**src/rtl/alu_secuencial.sv**
```systemverilog
// Multi-cycle ALU with a start/valid/busy handshake and registered zero/carry flags.
// Simple ops take one cycle in CALC. MUL is a shift-add loop that takes N cycles.
module alu_secuencial #(
    parameter int unsigned N = 7
) (
    input  logic             clk,
    input  logic             rst,
    input  logic [N-1:0]     ALUA,
    input  logic [N-1:0]     ALUB,
    input  logic [2:0]       op_sel,
    input  logic             ALUiniciar,
    output logic [2*N-1:0]   ALUResult,
    output logic             ALUvalido,
    output logic             ALUocupado,
    output logic             ALUcero,
    output logic             ALUacarreo
);

    localparam int unsigned RES_W = 2 * N;
    localparam int unsigned EXT_W = N + 1;
    localparam int unsigned CNT_W = $clog2(N);

    localparam logic [2:0] OP_AND = 3'b000;
    localparam logic [2:0] OP_OR  = 3'b001;
    localparam logic [2:0] OP_ADD = 3'b010;
    localparam logic [2:0] OP_SUB = 3'b011;
    localparam logic [2:0] OP_XOR = 3'b100;
    localparam logic [2:0] OP_SHL = 3'b101;
    localparam logic [2:0] OP_SHR = 3'b110;
    localparam logic [2:0] OP_MUL = 3'b111;

    typedef enum logic {IDLE, CALC} state_t;

    state_t            state_q, state_d;
    logic [N-1:0]      a_q, a_d, b_q, b_d;
    logic [2:0]        op_q, op_d;
    logic [CNT_W-1:0]  cnt_q, cnt_d;
    logic [RES_W-1:0]  acc_q, acc_d;
    logic [RES_W-1:0]  res_d;
    logic              valido_d, ocupado_d, cero_d, carry_d;

    logic [EXT_W-1:0]  sum, diff, shl_ext;
    logic [RES_W-1:0]  simple_res, mul_term, mul_sum;
    logic              simple_carry;

    // Single-cycle datapath for the non-multiply ops, driven from the latched operands
    always_comb begin
        sum          = {1'b0, a_q} + {1'b0, b_q};
        diff         = {1'b0, a_q} - {1'b0, b_q};
        // Bit N of the widened shift is the last bit shifted out. It is 0 for B=0 and for B>N.
        shl_ext      = EXT_W'(a_q) << b_q;
        simple_res   = '0;
        simple_carry = 1'b0;
        case (op_q)
            OP_AND: simple_res = RES_W'(a_q & b_q);
            OP_OR:  simple_res = RES_W'(a_q | b_q);
            OP_ADD: begin
                simple_res   = RES_W'(sum);
                simple_carry = sum[N];
            end
            OP_SUB: begin
                simple_res   = RES_W'(diff[N-1:0]);
                simple_carry = diff[N];
            end
            OP_XOR: simple_res = RES_W'(a_q ^ b_q);
            OP_SHL: begin
                simple_res   = RES_W'(shl_ext[N-1:0]);
                simple_carry = shl_ext[N];
            end
            OP_SHR: simple_res = RES_W'(a_q >> b_q);
            default: ;
        endcase
    end

    // Partial product for the multiplier bit selected by the iteration count
    always_comb begin
        mul_term = b_q[cnt_q] ? (RES_W'(a_q) << cnt_q) : '0;
        mul_sum  = acc_q + mul_term;
    end

    // Next-state and next register values. Operands are accepted only in IDLE.
    always_comb begin
        state_d   = state_q;
        a_d       = a_q;
        b_d       = b_q;
        op_d      = op_q;
        cnt_d     = cnt_q;
        acc_d     = acc_q;
        res_d     = ALUResult;
        valido_d  = 1'b0;
        ocupado_d = ALUocupado;
        cero_d    = ALUcero;
        carry_d   = ALUacarreo;
        case (state_q)
            IDLE: begin
                if (ALUiniciar) begin
                    a_d       = ALUA;
                    b_d       = ALUB;
                    op_d      = op_sel;
                    cnt_d     = '0;
                    acc_d     = '0;
                    ocupado_d = 1'b1;
                    state_d   = CALC;
                end
            end
            CALC: begin
                if (op_q == OP_MUL) begin
                    acc_d = mul_sum;
                    cnt_d = cnt_q + CNT_W'(1);
                    if (cnt_q == CNT_W'(N - 1)) begin
                        res_d     = mul_sum;
                        cero_d    = (mul_sum == '0);
                        carry_d   = 1'b0;
                        valido_d  = 1'b1;
                        ocupado_d = 1'b0;
                        state_d   = IDLE;
                    end
                end else begin
                    res_d     = simple_res;
                    cero_d    = (simple_res == '0);
                    carry_d   = simple_carry;
                    valido_d  = 1'b1;
                    ocupado_d = 1'b0;
                    state_d   = IDLE;
                end
            end
            default: state_d = IDLE;
        endcase
    end

    // State, operand and output registers. Reset wins over a completion on the same edge.
    always_ff @(posedge clk) begin
        if (rst) begin
            state_q    <= IDLE;
            a_q        <= '0;
            b_q        <= '0;
            op_q       <= '0;
            cnt_q      <= '0;
            acc_q      <= '0;
            ALUResult  <= '0;
            ALUvalido  <= 1'b0;
            ALUocupado <= 1'b0;
            ALUcero    <= 1'b0;
            ALUacarreo <= 1'b0;
        end else begin
            state_q    <= state_d;
            a_q        <= a_d;
            b_q        <= b_d;
            op_q       <= op_d;
            cnt_q      <= cnt_d;
            acc_q      <= acc_d;
            ALUResult  <= res_d;
            ALUvalido  <= valido_d;
            ALUocupado <= ocupado_d;
            ALUcero    <= cero_d;
            ALUacarreo <= carry_d;
        end
    end

endmodule

```
**config.mk**
```make
export PLATFORM = sky130hd
export DESIGN_NAME = alu_secuencial
export DESIGN_NICKNAME = d
export VERILOG_FILES = /design/src/rtl/alu_secuencial.sv
export SDC_FILE = /design/constraint.sdc
export NUM_CORES = 1
export LEC_CHECK = 0
export ABC_AREA = 1
export ABC_CLOCK_PERIOD_IN_PS = 3730
export CAP_MARGIN = 20
export CORE_MARGIN = 3
export CORE_UTILIZATION = 59
export CTS_BUF_LIST = sky130_fd_sc_hd__clkbuf_16
export CTS_CLUSTER_DIAMETER = 50
export CTS_CLUSTER_SIZE = 12
export DETAILED_ROUTE_END_ITERATION = 7
export PLACE_DENSITY = 0.78
export SYNTH_ARGS = -nofsm -noshare
export SYNTH_HDL_FRONTEND = slang
export SYNTH_SLANG_ARGS = --single-unit
```
**constraint.sdc**
```tcl
create_clock -name clk -period 3.73 [get_ports clk]
set_input_delay 0.746 -clock clk [delete_from_list [all_inputs] [get_ports clk]]
set_output_delay 0.746 -clock clk [all_outputs]
set_load 0.1 [all_outputs]
```
==> reports/results.ini, run 1 <==
[layout]
num-fill-cells=635
layout_commonest_cell=nand2_1
post_layout_nonfiller_instances=832
post-route-util=0.714
drive_above_1_share=0.0448
area_growth_pct=13.9
fin_area_um2=4980
num_antenna_cells=0
mostFrequentLayoutCells=169 x nand2_1, 76 x inv_1, 70 x nor2_1
final_nets=794

[routing]
drt_iter0_drc=478
drc=0
routed_wl_um=13600
viasPerCell=5.96
drt_first_pass_iters=6
ant_nets=0
drt-wirelength-per-cell_um=16.3
via_count=4955

[floorplan]
core_area_um2=6980
die_w_um=92.1
start_util=0.627
die_h_um=92.1
row_count=30
die_area_um2=8480
ios=38

[worst_setup_path]
path_common_cell=o21ai_0
worstSetupPathType=flip-flop to flip-flop
cp_cell_sequence=clkinv_1, buf_4, nand3_1, o2111ai_1, nand2_1, o21ai_0, inv_1, ha_1, a21oi_1, o21ai_0, nand2_1, nand4_1, xor2_1, or2_2, o21ai_0
path_depth=15
r2r_end=ALUResult[12]$_SDFFE_PP0P_
slowest_stage=dfxtp_1
crit_path_end_kind=flip-flop
cp_max_fo=17
worstPathArrival_ps=3650
r2r_slack_ps=280
cp.required_ps=3940
r2r_start=cnt_q[1]$_SDFFE_PP0P_
worst_path_dominant_cell_family=compound AO/OA/AOI/OAI gates
worst-path-buf-inv=3
slowest_delay_ps=660
rr_worst_depth=15
startpoint_type=flip-flop

[placed_design]
dp.cells=824
io_buffer_count=37
dpl_cell_area_um2=4830
dpl.hpwl_um=10900
gp_congestion=1.03

[logic_synthesis]
syn-cell-area_um2=4370
synthArstFlopShare=0
synth.avg_cell_area_um2=6.20
synth_top_family_by_area=simple AND/OR/NAND/NOR gates
synth_cell_types=35
synth_edf_count=0
ys_seq_area_frac=0.243
synth-simple-area-share=0.338
yosysWarnings=0
synth_flop_cell=dfxtp_1
synth_mux_area_frac=0
synthAdderAreaFrac=0.117
synth_compound_area_frac=0.188
postSynthCellCount=705
synth-seq-cells=53
synth_xor_area_frac=0.0200
syn_nets=764

[hold_path]
hold_path_class=flip-flop to flip-flop
hold_end=acc_q[2]$_SDFFE_PP0P_
min_path_cells=2
min_from=acc_q[2]$_SDFFE_PP0P_

[clock_network]
cts_max_level=2
clk_path_buf_depth=2
cts_buffers=5
cts_tree=done
hold_buffers=0
clk_pin_slew_ps=80
cts.sinks=53
clockRootBuffer=clkbuf_16
insertion_delay_ps=290

[timing]
timing.hold.ws_ps=472
finalHoldViolCount=0
fin_crit_ps=3450
worst_pin_slew_ps=991
finClkSkew_ps=10.7
final.setup.tns_ps=0
max_freq_mhz=290
setup_viol=0
slew-limit-headroom=0.337
period_share=0.924
rsz0062_at_grt=no
timing_max_transition_violations_final=0

[run_status]
outcome=complete, no violations

[global_route]
antenna_found_initial=0
grt_usage=0.319
grt_pass1_wl_um=21800
grt_max_degree=36
grt_overflow=0
first_global_vias=4486

[run]
maxCapViolCount=0

[power]
power.density_nw_per_um2=304
vdd_ir_drop_max_mv=0.244
power.leakage_nw=2.28

-- worst min-delay path: cells and delay by family, from the launching register on --
family          cells  cell delay [ps]
compound gates      1               50
flops               1              320
simple gates        1               60
-- worst max path at each step --
stage                           from                         end  slack [ps]
3_5_place_dp   cnt_q[0]$_SDFFE_PP0P_  ALUResult[12]$_SDFFE_PP0P_         400
4_1_cts        cnt_q[0]$_SDFFE_PP0P_        ALUcero$_SDFFE_PP0P_         400
5_1_grt        cnt_q[1]$_SDFFE_PP0P_  ALUResult[12]$_SDFFE_PP0P_          50
6_report       cnt_q[1]$_SDFFE_PP0P_  ALUResult[12]$_SDFFE_PP0P_         280
3_3_place_gp   cnt_q[0]$_SDFFE_PP0P_        ALUcero$_SDFFE_PP0P_         560
2_1_floorplan    b_q[1]$_SDFFE_PP0P_        ALUcero$_SDFFE_PP0P_         830
-- sequential cells by signal, summed over array words and instances (netlist names) --
name	count
b_q	7
state_q	1
ALUcero	1
ALUvalido	1
cnt_q	3
a_q	7
ALUocupado	1
acc_q	14
op_q	3
ALUResult	14
ALUacarreo	1
-- report_power, final --
group          leakage (nW)  switching (mW)  internal [mW]
Sequential            0.433          0.0334          0.588
Clock                0.0704           0.214          0.253
Combinational          1.77           0.296          0.132
-- cells by family after synthesis --
group,Yosys count
AO/OA/AOI/OAI,153
XOR/XNOR,10
buffers and inverters,106
adder cells (fa/ha/maj),39
flip-flops,53
AND/OR/NAND/NOR,344
-- per-stage QoR --
stage | power [mW] | worst slack, ps
global route | 1.58 | 52.3
finish | 1.52 | 285
floorplan | 0.923 | 833
detailed placement | 1.05 | 402
global placement | 1.04 | 565
CTS | 1.51 | 402
-- layout make-up --
cell class,count,area [µm²],area share
Clock buffer,5,125,0.0251
Clock inverter,3,25.0,0.00502
Inverter,83,312,0.0625
Multi-Input combinational cell,546,2900,0.582
Sequential cell,53,1060,0.213
Tap cell,96,120,0.0241
Timing Repair Buffer,46,438,0.0879
-- layer usage --
| layer | vias up | GRT usage | routed length (µm) |
|---|---|---|---|
| met5 | - | 0 | 0 |
| met1 | 2234 | 0.450 | 6040 |
| met4 | 0 | 0.0891 | 217 |
| met2 | 288 | 0.494 | 5860 |
| met3 | 25 | 0.0640 | 1430 |
| li1 | 2408 | - | - |
-- Yosys cell counts (4+ instances only) --
cell type    n  area [µm²]
nand4_1     23         144
or2_2        6        37.5
inv_1       76         285
nand3_1     57         285
inv_2        4        15.0
nand2_1    169         634
o211ai_1     4        30.0
nor3_1      10        50.1
xnor2_1      4        35.0
o22ai_1      5        31.3
xor2_1       6        52.6
a21oi_1     59         295
nor2_1      70         263
clkbuf_1    13        48.8
dfxtp_1     53        1060
o21ai_1      5        25.0
o21ai_0     66         330
ha_1        36         450
buf_2        9        45.0
-- timing repair --
action | CTS | global route
endpoints found under the setup margin | 0 | 2
gates resized for setup | 0 | 1
setup buffers | 0 | 0
Note: power is estimated with default switching activity, not from simulation.
==> inputs of run 2 (changes only) <==
Settings changed: ABC_CLOCK_PERIOD_IN_PS 3730 to 2750, CAP_MARGIN 20 to 10, CORE_UTILIZATION 59 to 53, PLACE_DENSITY 0.78 to 0.74, SLEW_MARGIN from default to 20.
Clock period 3.73 ns to 2.75 ns, I/O delays scaled along.
==> run 2 against run 1 <==
Compared with the run above: first-iteration DRC count is 24% higher; global-route usage down 1.3 points; the run now ends with setup timing left; largest power group unchanged; sequential share of layout area is 2.3 points lower; highest routed layer unchanged; critical path type unchanged; wire length grew 12%.
==> reports/results.ini, run 2 (synthesized netlist as in run 1, its figures left out) <==
[global_route]
grt_pass1_wl_um=23600  ; was 21800 µm
antenna_found_initial=0  ; unchanged
grt_overflow=0  ; unchanged
first_global_vias=4648  ; was 4486
grt_usage=0.306  ; was 0.319
grt_max_degree=36  ; unchanged

[placed_design]
dpl.hpwl_um=11500  ; was 10900 µm
dpl_cell_area_um2=5120  ; was 4830 µm²
preCtsSetupSlack_ps=-136  ; was 402 ps
io_buffer_count=37  ; unchanged
gp_congestion=0.995  ; was 1.03

[worst_setup_path]
worst_path_dominant_cell_family=simple AND/OR/NAND/NOR gates  ; was compound AO/OA/AOI/OAI gates
crit_path_end_kind=flip-flop  ; unchanged
cp.required_ps=2950  ; was 3940 ps
r2r_slack_ps=-160  ; was 280 ps
slowest_delay_ps=400  ; was 660 ps
cp_cell_sequence=inv_4, buf_4, nand2_1, nand2_1, o21ai_1, nor2_1, o21ai_0, inv_1, ha_4, nand2_2, nor2_1, o21ai_0, nand3_1, xor2_1, nor2_1, nand4_1, nand2_1, nand2_1, nand2_1  ; was clkinv_1, buf_4, nand3_1, o2111ai_1, nand2_1, o21ai_0, inv_1, ha_1, a21oi_1, o21ai_0, nand2_1, nand4_1, xor2_1, or2_2, o21ai_0
rr_worst_depth=19  ; was 15
r2r_start=cnt_q[0]$_SDFFE_PP0P_  ; was cnt_q[1]$_SDFFE_PP0P_
startpoint_type=flip-flop  ; unchanged
r2r_end=ALUcero$_SDFFE_PP0P_  ; was ALUResult[12]$_SDFFE_PP0P_
worstSetupPathType=flip-flop to flip-flop  ; unchanged
slowest_stage=dfxtp_4  ; was dfxtp_1
worstPathArrival_ps=3110  ; was 3650 ps
path_depth=19  ; was 15
cp_max_fo=5  ; was 17
path_common_cell=nand2_1  ; was o21ai_0
worst-path-buf-inv=3  ; unchanged

[floorplan]
ios=38  ; unchanged
die_area_um2=9380  ; was 8480 µm²
die_w_um=96.8  ; was 92.1 µm
core_area_um2=7890  ; was 6980 µm²
die_h_um=96.8  ; was 92.1 µm
row_count=32  ; was 30
start_util=0.555  ; was 0.627

[routing]
drc=0  ; unchanged
drt_iter0_drc=592  ; was 478
drt_first_pass_iters=5  ; was 6
routed_wl_um=15200  ; was 13600 µm
viasPerCell=5.79  ; was 5.96
drt-wirelength-per-cell_um=17.1  ; was 16.3 µm
via_count=5152  ; was 4955
ant_nets=0  ; unchanged

[layout]
area_growth_pct=28.5  ; was 13.9%
num_antenna_cells=0  ; unchanged
mostFrequentLayoutCells=158 x nand2_1, 76 x buf_4, 72 x inv_1  ; was 169 x nand2_1, 76 x inv_1, 70 x nor2_1
largestRegisters=ALUResult: 14 flops, acc_q: 14 flops  ; unchanged
multiInputGateArea_um2=3160  ; was 2900 µm²
fin_area_um2=5620  ; was 4980 µm²
post-route-util=0.712  ; was 0.714
regArea_um2=1070  ; was 1060 µm²
num-fill-cells=652  ; was 635
layout_commonest_cell=nand2_1  ; unchanged
final_nets=846  ; was 794
drive_above_1_share=0.199  ; was 0.0448

[power]
vdd_ir_drop_max_mv=0.294  ; was 0.244 mV
power.leakage_nw=2.58  ; was 2.28 nW
power.density_nw_per_um2=385  ; was 304 nW/µm²

[timing]
rsz0062_at_grt=yes  ; was no
period_share=1.06  ; was 0.924
fin_crit_ps=2910  ; was 3450 ps
final.setup.tns_ps=-773  ; was 0 ps
max_freq_mhz=344  ; was 290 MHz
finalHoldViolCount=0  ; unchanged
slew-limit-headroom=0.600  ; was 0.337
timing_max_transition_violations_final=0  ; unchanged
finClkSkew_ps=7.81  ; was 10.7 ps
worst_pin_slew_ps=598  ; was 991 ps
timing.final.ws_setup_ps=-159  ; was 285 ps
setup_viol=11  ; was 0

[hold_path]
hold_path_class=flip-flop to flip-flop  ; unchanged
min_from=ALUResult[8]$_SDFFE_PP0P_  ; was acc_q[2]$_SDFFE_PP0P_
min_path_cells=2  ; unchanged
hold_end=ALUResult[8]$_SDFFE_PP0P_  ; was acc_q[2]$_SDFFE_PP0P_

[run_status]
violations=setup timing
outcome=finished with violations  ; was complete, no violations

[clock_network]
clk_path_buf_depth=2  ; unchanged
cts_buffers=5  ; unchanged
cts.sinks=53  ; unchanged
clk_pin_slew_ps=80  ; about the same
cts_tree=done  ; unchanged
cts_max_level=2  ; unchanged
hold_buffers=0  ; unchanged
insertion_delay_ps=300  ; was 290 ps
clockRootBuffer=clkbuf_16  ; unchanged

[run]
maxCapViolCount=0  ; unchanged

## run 2: cell count changes in the layout (fill, tap and decap cells not counted), sizes merged
| cell | delta |
|---|---|
| clkdlybuf4s50 | -18 |
| clkinvlp | +2 |
| buf | +70 |
| inv | +1 |
| clkinv | -3 |
## run 2: what timing repair did
action,in CTS,in global routing
pin swaps,16,20
setup buffers,4,6
gates resized for setup,27,56
endpoints found under the setup margin,10,22
## run 2: layout make-up
class	instances	share of cell area
Clock buffer	5	0.0223
Clock inverter	3	0.00468
Inverter	83	0.0566
Multi-Input combinational cell	546	0.562
Sequential cell	53	0.190
Tap cell	102	0.0227
Timing Repair Buffer	98	0.141
## run 2: how the worst max path moves through the flow
stage / startpoint / endpoint / slack [ps]
global route: cnt_q[0]$_SDFFE_PP0P_ / ALUcero$_SDFFE_PP0P_ / -320
global placement: cnt_q[0]$_SDFFE_PP0P_ / ALUcero$_SDFFE_PP0P_ / -40
CTS: cnt_q[0]$_SDFFE_PP0P_ / ALUResult[12]$_SDFFE_PP0P_ / -50
finish: cnt_q[0]$_SDFFE_PP0P_ / ALUcero$_SDFFE_PP0P_ / -160
detailed placement: cnt_q[0]$_SDFFE_PP0P_ / ALUcero$_SDFFE_PP0P_ / -140
floorplan: b_q[1]$_SDFFE_PP0P_ / ALUcero$_SDFFE_PP0P_ / 20
## run 2: worst register-to-register path, stage by stage (launching register included)
cell and delay [ps]:
dfxtp_4 400, inv_4 60, buf_4 130, nand2_1 140
nand2_1 70, o21ai_1 120, nor2_1 90, o21ai_0 310
inv_1 120, ha_4 320, nand2_2 80, nor2_1 190
o21ai_0 110, nand3_1 120, xor2_1 220, nor2_1 70
nand4_1 110, nand2_1 60, nand2_1 50, nand2_1 50
## run 2: per-layer routing
metal / GRT usage / share of wire / vias up
met5: 0 / 0 / -
met4: 0.0875 / 0.028 / 0
met3: 0.0490 / 0.099 / 41
met2: 0.462 / 0.43 / 275
met1: 0.447 / 0.44 / 2334
li1: - / - / 2502
## run 2: per-stage QoR
step	hold WS [ps]	total power, mW	instances
global placement	444	1.46	872
global route	496	2.26	890
CTS	468	2.13	884
finish	462	2.16	890
floorplan	445	1.26	705
detailed placement	448	1.47	872
## run 2: power by group
part	internal, mW	leakage [nW]	switching [mW]
clock	0.345	0.0680	0.324
combinational	0.225	2.08	0.443
sequential	0.796	0.435	0.0284
total	1.37	2.58	0.795
